`config.mk`:
```
export PLATFORM = sky130hd
export DESIGN_NAME = memory_dump_printer
export DESIGN_NICKNAME = d
export VERILOG_FILES = /design/src/rtl/memory_dump_printer.sv
export SDC_FILE = /design/constraint.sdc
export NUM_CORES = 1
export LEC_CHECK = 0
export CAP_MARGIN = 40
export CORE_MARGIN = 1.5
export CORE_UTILIZATION = 25
export DETAILED_ROUTE_END_ITERATION = 10
export GPL_TIMING_DRIVEN = 0
export PLACE_DENSITY = 0.54
export SETUP_SLACK_MARGIN = 0.4
export SYNTH_ARGS = -nofsm -noshare
export SYNTH_HDL_FRONTEND = slang
export SYNTH_SLANG_ARGS = --single-unit
```
`constraint.sdc`:
```
create_clock -name i_clk -period 3 [get_ports i_clk]
set_input_delay 0.45 -clock i_clk [delete_from_list [all_inputs] [get_ports i_clk]]
set_output_delay 0.45 -clock i_clk [all_outputs]
set_load 0.1 [all_outputs]
```
`src/rtl/memory_dump_printer.sv`:
```
// memory_dump_printer: snapshots a multi-channel memory bus and streams one
// framed word per qualifying slot to the UART writer (full or delta mode).
module memory_dump_printer #(
    parameter int                     UART_BUS_SIZE = 8,
    parameter int                     SLOT_SIZE     = 8,
    parameter int                     SLOTS         = 4,
    parameter int                     CHANNELS      = 2,
    parameter logic [UART_BUS_SIZE-1:0] INFO_PREFIX = 8'hFF
) (
    input  logic                                  i_clk,
    input  logic                                  i_reset,
    input  logic                                  i_start,
    input  logic                                  i_delta_mode,
    input  logic [CHANNELS-1:0]                   i_channel_mask,
    input  logic                                  i_abort,
    input  logic [CHANNELS*SLOTS*SLOT_SIZE-1:0]   i_memory_content,
    input  logic [UART_BUS_SIZE-1:0]              i_clk_cycle,
    input  logic                                  i_wr_end,
    output logic                                  o_start_wr,
    output logic [3*UART_BUS_SIZE+SLOT_SIZE-1:0]  o_data_wr,
    output logic                                  o_busy,
    output logic                                  o_end
);

    localparam int NSLOT = CHANNELS * SLOTS;
    localparam int PW    = $clog2(NSLOT + 1);
    localparam int MW    = NSLOT * SLOT_SIZE;

    typedef enum logic [1:0] {IDLE, SCAN, SEND, WAIT_WR} state_t;

    state_t                   state, state_n;
    logic [PW-1:0]            ptr;
    logic [MW-1:0]            snap_r;
    logic [MW-1:0]            shadow_r;
    logic [UART_BUS_SIZE-1:0] cyc_r;
    logic                     delta_r;
    logic [CHANNELS-1:0]      mask_r;
    logic [NSLOT-1:0]         slot_q;
    logic [SLOT_SIZE-1:0]     cur_slot;
    logic                     cur_qual;
    logic                     capture, load_frame, ptr_inc;
    logic                     start_wr_n, end_n;
    logic                     past_last;

    // Per-slot qualification: channel enabled and either full mode or changed since last print
    for (genvar g = 0; g < NSLOT; g++) begin : g_qual
        assign slot_q[g] = mask_r[g / SLOTS] &&
                           (!delta_r || (snap_r[g*SLOT_SIZE +: SLOT_SIZE] != shadow_r[g*SLOT_SIZE +: SLOT_SIZE]));
    end

    assign past_last = (ptr >= PW'(NSLOT));

    // Select the snapshot slot and qualification bit under the pointer
    always_comb begin
        cur_slot = '0;
        cur_qual = 1'b0;
        for (int i = 0; i < NSLOT; i++) begin
            if (ptr == PW'(i)) begin
                cur_slot = snap_r[i*SLOT_SIZE +: SLOT_SIZE];
                cur_qual = slot_q[i];
            end
        end
    end

    // FSM state register
    always_ff @(posedge i_clk or negedge i_reset) begin
        if (!i_reset) state <= IDLE;
        else          state <= state_n;
    end

    // Next-state logic; abort wins over everything outside IDLE
    always_comb begin
        state_n    = state;
        capture    = 1'b0;
        load_frame = 1'b0;
        ptr_inc    = 1'b0;
        start_wr_n = 1'b0;
        end_n      = o_end;
        case (state)
            IDLE: begin
                if (i_start) begin
                    capture = 1'b1;
                    end_n   = 1'b0;
                    state_n = SCAN;
                end
            end
            SCAN: begin
                if (i_abort || past_last) begin
                    end_n   = 1'b1;
                    state_n = IDLE;
                end else if (cur_qual) begin
                    load_frame = 1'b1;
                    ptr_inc    = 1'b1;
                    start_wr_n = 1'b1;
                    state_n    = SEND;
                end else begin
                    ptr_inc = 1'b1;
                end
            end
            SEND: begin
                if (i_abort) begin
                    end_n   = 1'b1;
                    state_n = IDLE;
                end else begin
                    state_n = WAIT_WR;
                end
            end
            WAIT_WR: begin
                if (i_abort) begin
                    end_n   = 1'b1;
                    state_n = IDLE;
                end else if (i_wr_end) begin
                    if (past_last) begin
                        end_n   = 1'b1;
                        state_n = IDLE;
                    end else begin
                        state_n = SCAN;
                    end
                end
            end
            default: state_n = IDLE;
        endcase
    end

    // Snapshot, mode/mask latch, pointer, shadow and registered outputs
    always_ff @(posedge i_clk or negedge i_reset) begin
        if (!i_reset) begin
            ptr        <= '0;
            snap_r     <= '0;
            shadow_r   <= '0;
            cyc_r      <= '0;
            delta_r    <= 1'b0;
            mask_r     <= '0;
            o_start_wr <= 1'b0;
            o_data_wr  <= '0;
            o_busy     <= 1'b0;
            o_end      <= 1'b0;
        end else begin
            if (capture) begin
                snap_r  <= i_memory_content;
                cyc_r   <= i_clk_cycle;
                delta_r <= i_delta_mode;
                mask_r  <= i_channel_mask;
                ptr     <= '0;
            end else if (ptr_inc) begin
                ptr <= ptr + 1'b1;
            end
            if (load_frame) begin
                o_data_wr <= {INFO_PREFIX, cyc_r, UART_BUS_SIZE'(ptr), cur_slot};
                for (int i = 0; i < NSLOT; i++) begin
                    if (ptr == PW'(i))
                        shadow_r[i*SLOT_SIZE +: SLOT_SIZE] <= snap_r[i*SLOT_SIZE +: SLOT_SIZE];
                end
            end
            o_start_wr <= start_wr_n;
            o_busy     <= (state_n != IDLE);
            o_end      <= end_n;
        end
    end

endmodule

```
==> results.py <==
metrics = {
    "status": {
        "status": "finished clean",
    },
    "route": {
        "drt_first_pass_iters": 4,
        "vias": 5263,
        "drc": 0,
        "routed_wirelength_mm": 20.1,
        "drtIter0Drc": 291,
        "routed_via_density": 4.26,
        "ant_nets": 0,
        "routedWlPerCell_um": 16.3,
    },
    "place": {
        "gp_congestion": 0.803,
        "io_buffer_count": 110,
        "dp_hpwl_mm": 14.8,
        "dp_cells": 1194,
        "placed_area_um2": 10400,
    },
    "floorplan": {
        "start_util_pct": 25.6,
        "num_io_pins": 115,
        "num_rows": 65,
        "die_h_um": 184,
        "dieArea_um2": 33700,
        "die_w_um": 184,
        "core-area_um2": 31900,
    },
    "worst_hold_path": {
        "holdCritPathClass": "in -> async",
    },
    "timing": {
        "hold_slack_ns": 0.0159,
        "slew_violations": 0,
        "setup_viol": 0,
        "finClkSkew_ns": 0.0144,
        "final.period_utilization_pct": 89.1,
        "fmax_mhz": 374,
        "worstMarginPinSlew_ns": 0.727,
        "rsz0062_at_grt": "yes",
        "fin_tns_setup_ns": 0,
        "hold_viol": 0,
        "finalCriticalPeriod_ns": 2.67,
        "relSlewSlack_pct": 51.5,
    },
    "yosys": {
        "ys_top_cells_by_count": "dfrtp_1 (169), mux2_2 (115), xor2_1 (43)",
        "netlist_instances": 614,
        "synth_edf_count": 0,
        "synth_top_area_cell": "dfrtp_1",
        "synth_area_um2": 8160,
        "ys_types": 57,
        "synth_async_sr_flop_share_pct": 100,
        "synth_top_area_share_pct": 51.8,
        "ys_ff_latch": 169,
        "ys.flop_type": "dfrtp_1",
        "yosys_warnings": 0,
        "syn_avg_cell_area_um2": 13.3,
        "synth_seq_area_share_pct": 51.8,
        "synthTopCellsByArea": "dfrtp_1 (52%), mux2_2 (16%), mux2_4 (7.7%), xor2_1 (4.6%), xnor2_1 (2.4%)",
        "yosys.cell_count.top_type": "dfrtp_1",
    },
    "global_route": {
        "globalRouteTotalUtil_pct": 12.3,
        "overflow": 0,
        "antenna_found_initial": 0,
        "grt_max_degree": 92,
        "first_global_vias": 5444,
        "grt_first_pass_wirelength_mm": 31.5,
    },
    "worst_setup_path": {
        "critPathTopFamily": "simple AND/OR/NAND/NOR gates",
        "cpPeakStageDelay_ns": 0.43,
        "critPathLaunchType": "flip-flop",
        "cp-end-kind": "flip-flop",
        "ff2ff_setup_slack_ns": 0.33,
        "cp_slowest_cell": "dfrtp_2",
        "r2r.worst_path.cells": 12,
        "crit_chain": "inv_2 > ha_4 > nor3b_4 > nor4_2 > a41oi_2 > a21oi_2 > or2_1 > buf_6 > a21o_4 > inv_8 > nand3_4 > mux2_4",
        "crit_fanout": 8,
        "crit_type": "reg -> reg",
        "required_ns": 3.31,
        "crit_cells": 12,
        "critPathBufInv": 3,
        "crit_arrival_ns": 2.98,
        "regToRegStartpoint": "ptr[1]$_DFFE_PN0P_",
        "worstReg2RegEnd": "shadow_r[55]$_DFFE_PN0P_",
    },
    "final_layout": {
        "regArea_um2": 4230,
        "fillers": 3165,
        "nets": 873,
        "stdcell_area_um2": 11200,
        "multi_input_area_um2": 3870,
        "layout-drive-gt1-share_pct": 37.6,
        "diodes": 0,
        "area_growth_pct": 37.4,
        "finalNonFillerCells": 1236,
    },
    "clock_network": {
        "cts_inserted_buffers": 17,
        "ctsHtreeMaxLevel": 4,
        "tritoncts": "done",
        "holdBufCountCts": 0,
        "clkTransAtPathRegs_ns": 0.07,
        "clock-sinks": 169,
        "clock_latency_ns": 0.43,
        "root_buffer": "clkbuf_16",
        "clk_path_buf_depth": 2,
    },
    "job": {
        "drv_cap": 0,
    },
    "power": {
        "leakage_nw": 4.86,
        "powerDensity_nw_per_um2": 1150,
        "peakVddDrop_mv": 0.644,
    },
}
## per-stage QoR
| step | util [%] | setup WS (ns) | power [W] |
|---|---|---|---|
| 4_1_cts | 34.8 | 0.308 | 0.0129 |
| 3_3_place_gp | 30.8 | -5.93 | 0.00971 |
| 5_1_grt | 35.2 | 0.238 | 0.0136 |
| 6_report | 35.2 | 0.327 | 0.0129 |
| 3_5_place_dp | 32.5 | -0.169 | 0.0105 |
| 2_1_floorplan | - | 0.411 | 0.00817 |
## logic make-up after synthesis
| family | count (synthesis) | synth area share, % |
|---|---|---|
| other cells | 1 | 0.0460 |
| compound gates | 68 | 6.03 |
| mux | 157 | 23.6 |
| fa+ha+maj | 4 | 0.613 |
| flops | 169 | 51.8 |
| xor+xnor | 65 | 6.98 |
| buf+inv | 45 | 3.04 |
| simple gates | 105 | 7.88 |
## power breakdown
part	internal (W)	total, W	switching, W	leakage [nW]
clock network	0.00119	0.00212	0.000933	0.271
registers	0.00319	0.00420	0.00101	2.12
logic	0.00313	0.00660	0.00347	2.47
## how the worst max path moves through the flow
stage | from | end
after floorplan | ptr[1]$_DFFE_PN0P_ | shadow_r[40]$_DFFE_PN0P_
after global placement | i_reset | o_data_wr[24]$_DFFE_PN0P_
after detailed placement | i_abort | shadow_r[52]$_DFFE_PN0P_
after CTS | ptr[1]$_DFFE_PN0P_ | shadow_r[55]$_DFFE_PN0P_
after global routing | ptr[1]$_DFFE_PN0P_ | shadow_r[48]$_DFFE_PN0P_
final | ptr[1]$_DFFE_PN0P_ | shadow_r[55]$_DFFE_PN0P_
## layout by cell type, fill, tap and decap left out, drive strengths merged, types with 3 or more instances in the layout
| cell type | synthesis | final |
|---|---|---|
| nor3 | 19 | 19 |
| dfrtp | 169 | 169 |
| nand3 | 7 | 7 |
| inv | 4 | 6 |
| a221o | 8 | 8 |
| a221oi | 8 | 8 |
| a21oi | 14 | 14 |
| o21ai | 13 | 13 |
| clkbuf | 18 | 39 |
| nand2 | 23 | 23 |
| mux2 | 157 | 157 |
| buf | 23 | 67 |
| nor4 | 9 | 9 |
| conb | 1 | 4 |
| clkinv | 0 | 5 |
| nor2 | 12 | 12 |
| nand4 | 5 | 5 |
| xor2 | 43 | 43 |
| ha | 4 | 4 |
| clkdlybuf4s50 | 0 | 109 |
| a211oi | 9 | 9 |
| nor2b | 11 | 11 |
| and3 | 3 | 3 |
| xnor2 | 22 | 22 |
| a31oi | 3 | 3 |
## timing repair
action | 4_1_cts | 5_1_grt
setup endpoints to repair | 76 | 88
buffers inserted | 7 | 4
resized for setup | 26 | 26
pin swaps | 9 | 8
## sequential cells by signal, summed over array words and instances, names as in the netlist
register    flops
snap_r         64
mask_r          2
delta_r         1
o_data_wr      21
o_busy          1
o_end           1
cyc_r           8
ptr             4
o_start_wr      1
state           2
shadow_r       64
## area by class of cell
cell class                 instances  area share (%)
buffer                            41            2.21
clock buffer                      22            4.14
clock inverter                     9           0.814
inverter                           4           0.201
multi-input combinational        403            34.5
sequential                       169            37.7
tap                              435            4.85
timing repair buffer             153            15.6
## per-layer routing
metal | global-route usage, % | wire (µm) | part of all wire (%) | vias up
met2 | 19.0 | 9000 | 45 | 108
met3 | 2.95 | 825 | 4.1 | 21
met1 | 16.8 | 9960 | 49 | 2593
met5 | 0 | 0 | 0 | -
met4 | 4.30 | 357 | 1.8 | 0
li1 | - | - | - | 2541
## worst register-to-register path, cell delays in order (launching register included)
cell and delay [ns]:
dfrtp_2 0.43, inv_2 0.08, ha_4 0.16, nor3b_4 0.25, nor4_2 0.07, a41oi_2 0.22
a21oi_2 0.11, or2_1 0.23, buf_6 0.14, a21o_4 0.22, inv_8 0.09, nand3_4 0.19
mux2_4 0.36
(Power assumes the default switching activity.)
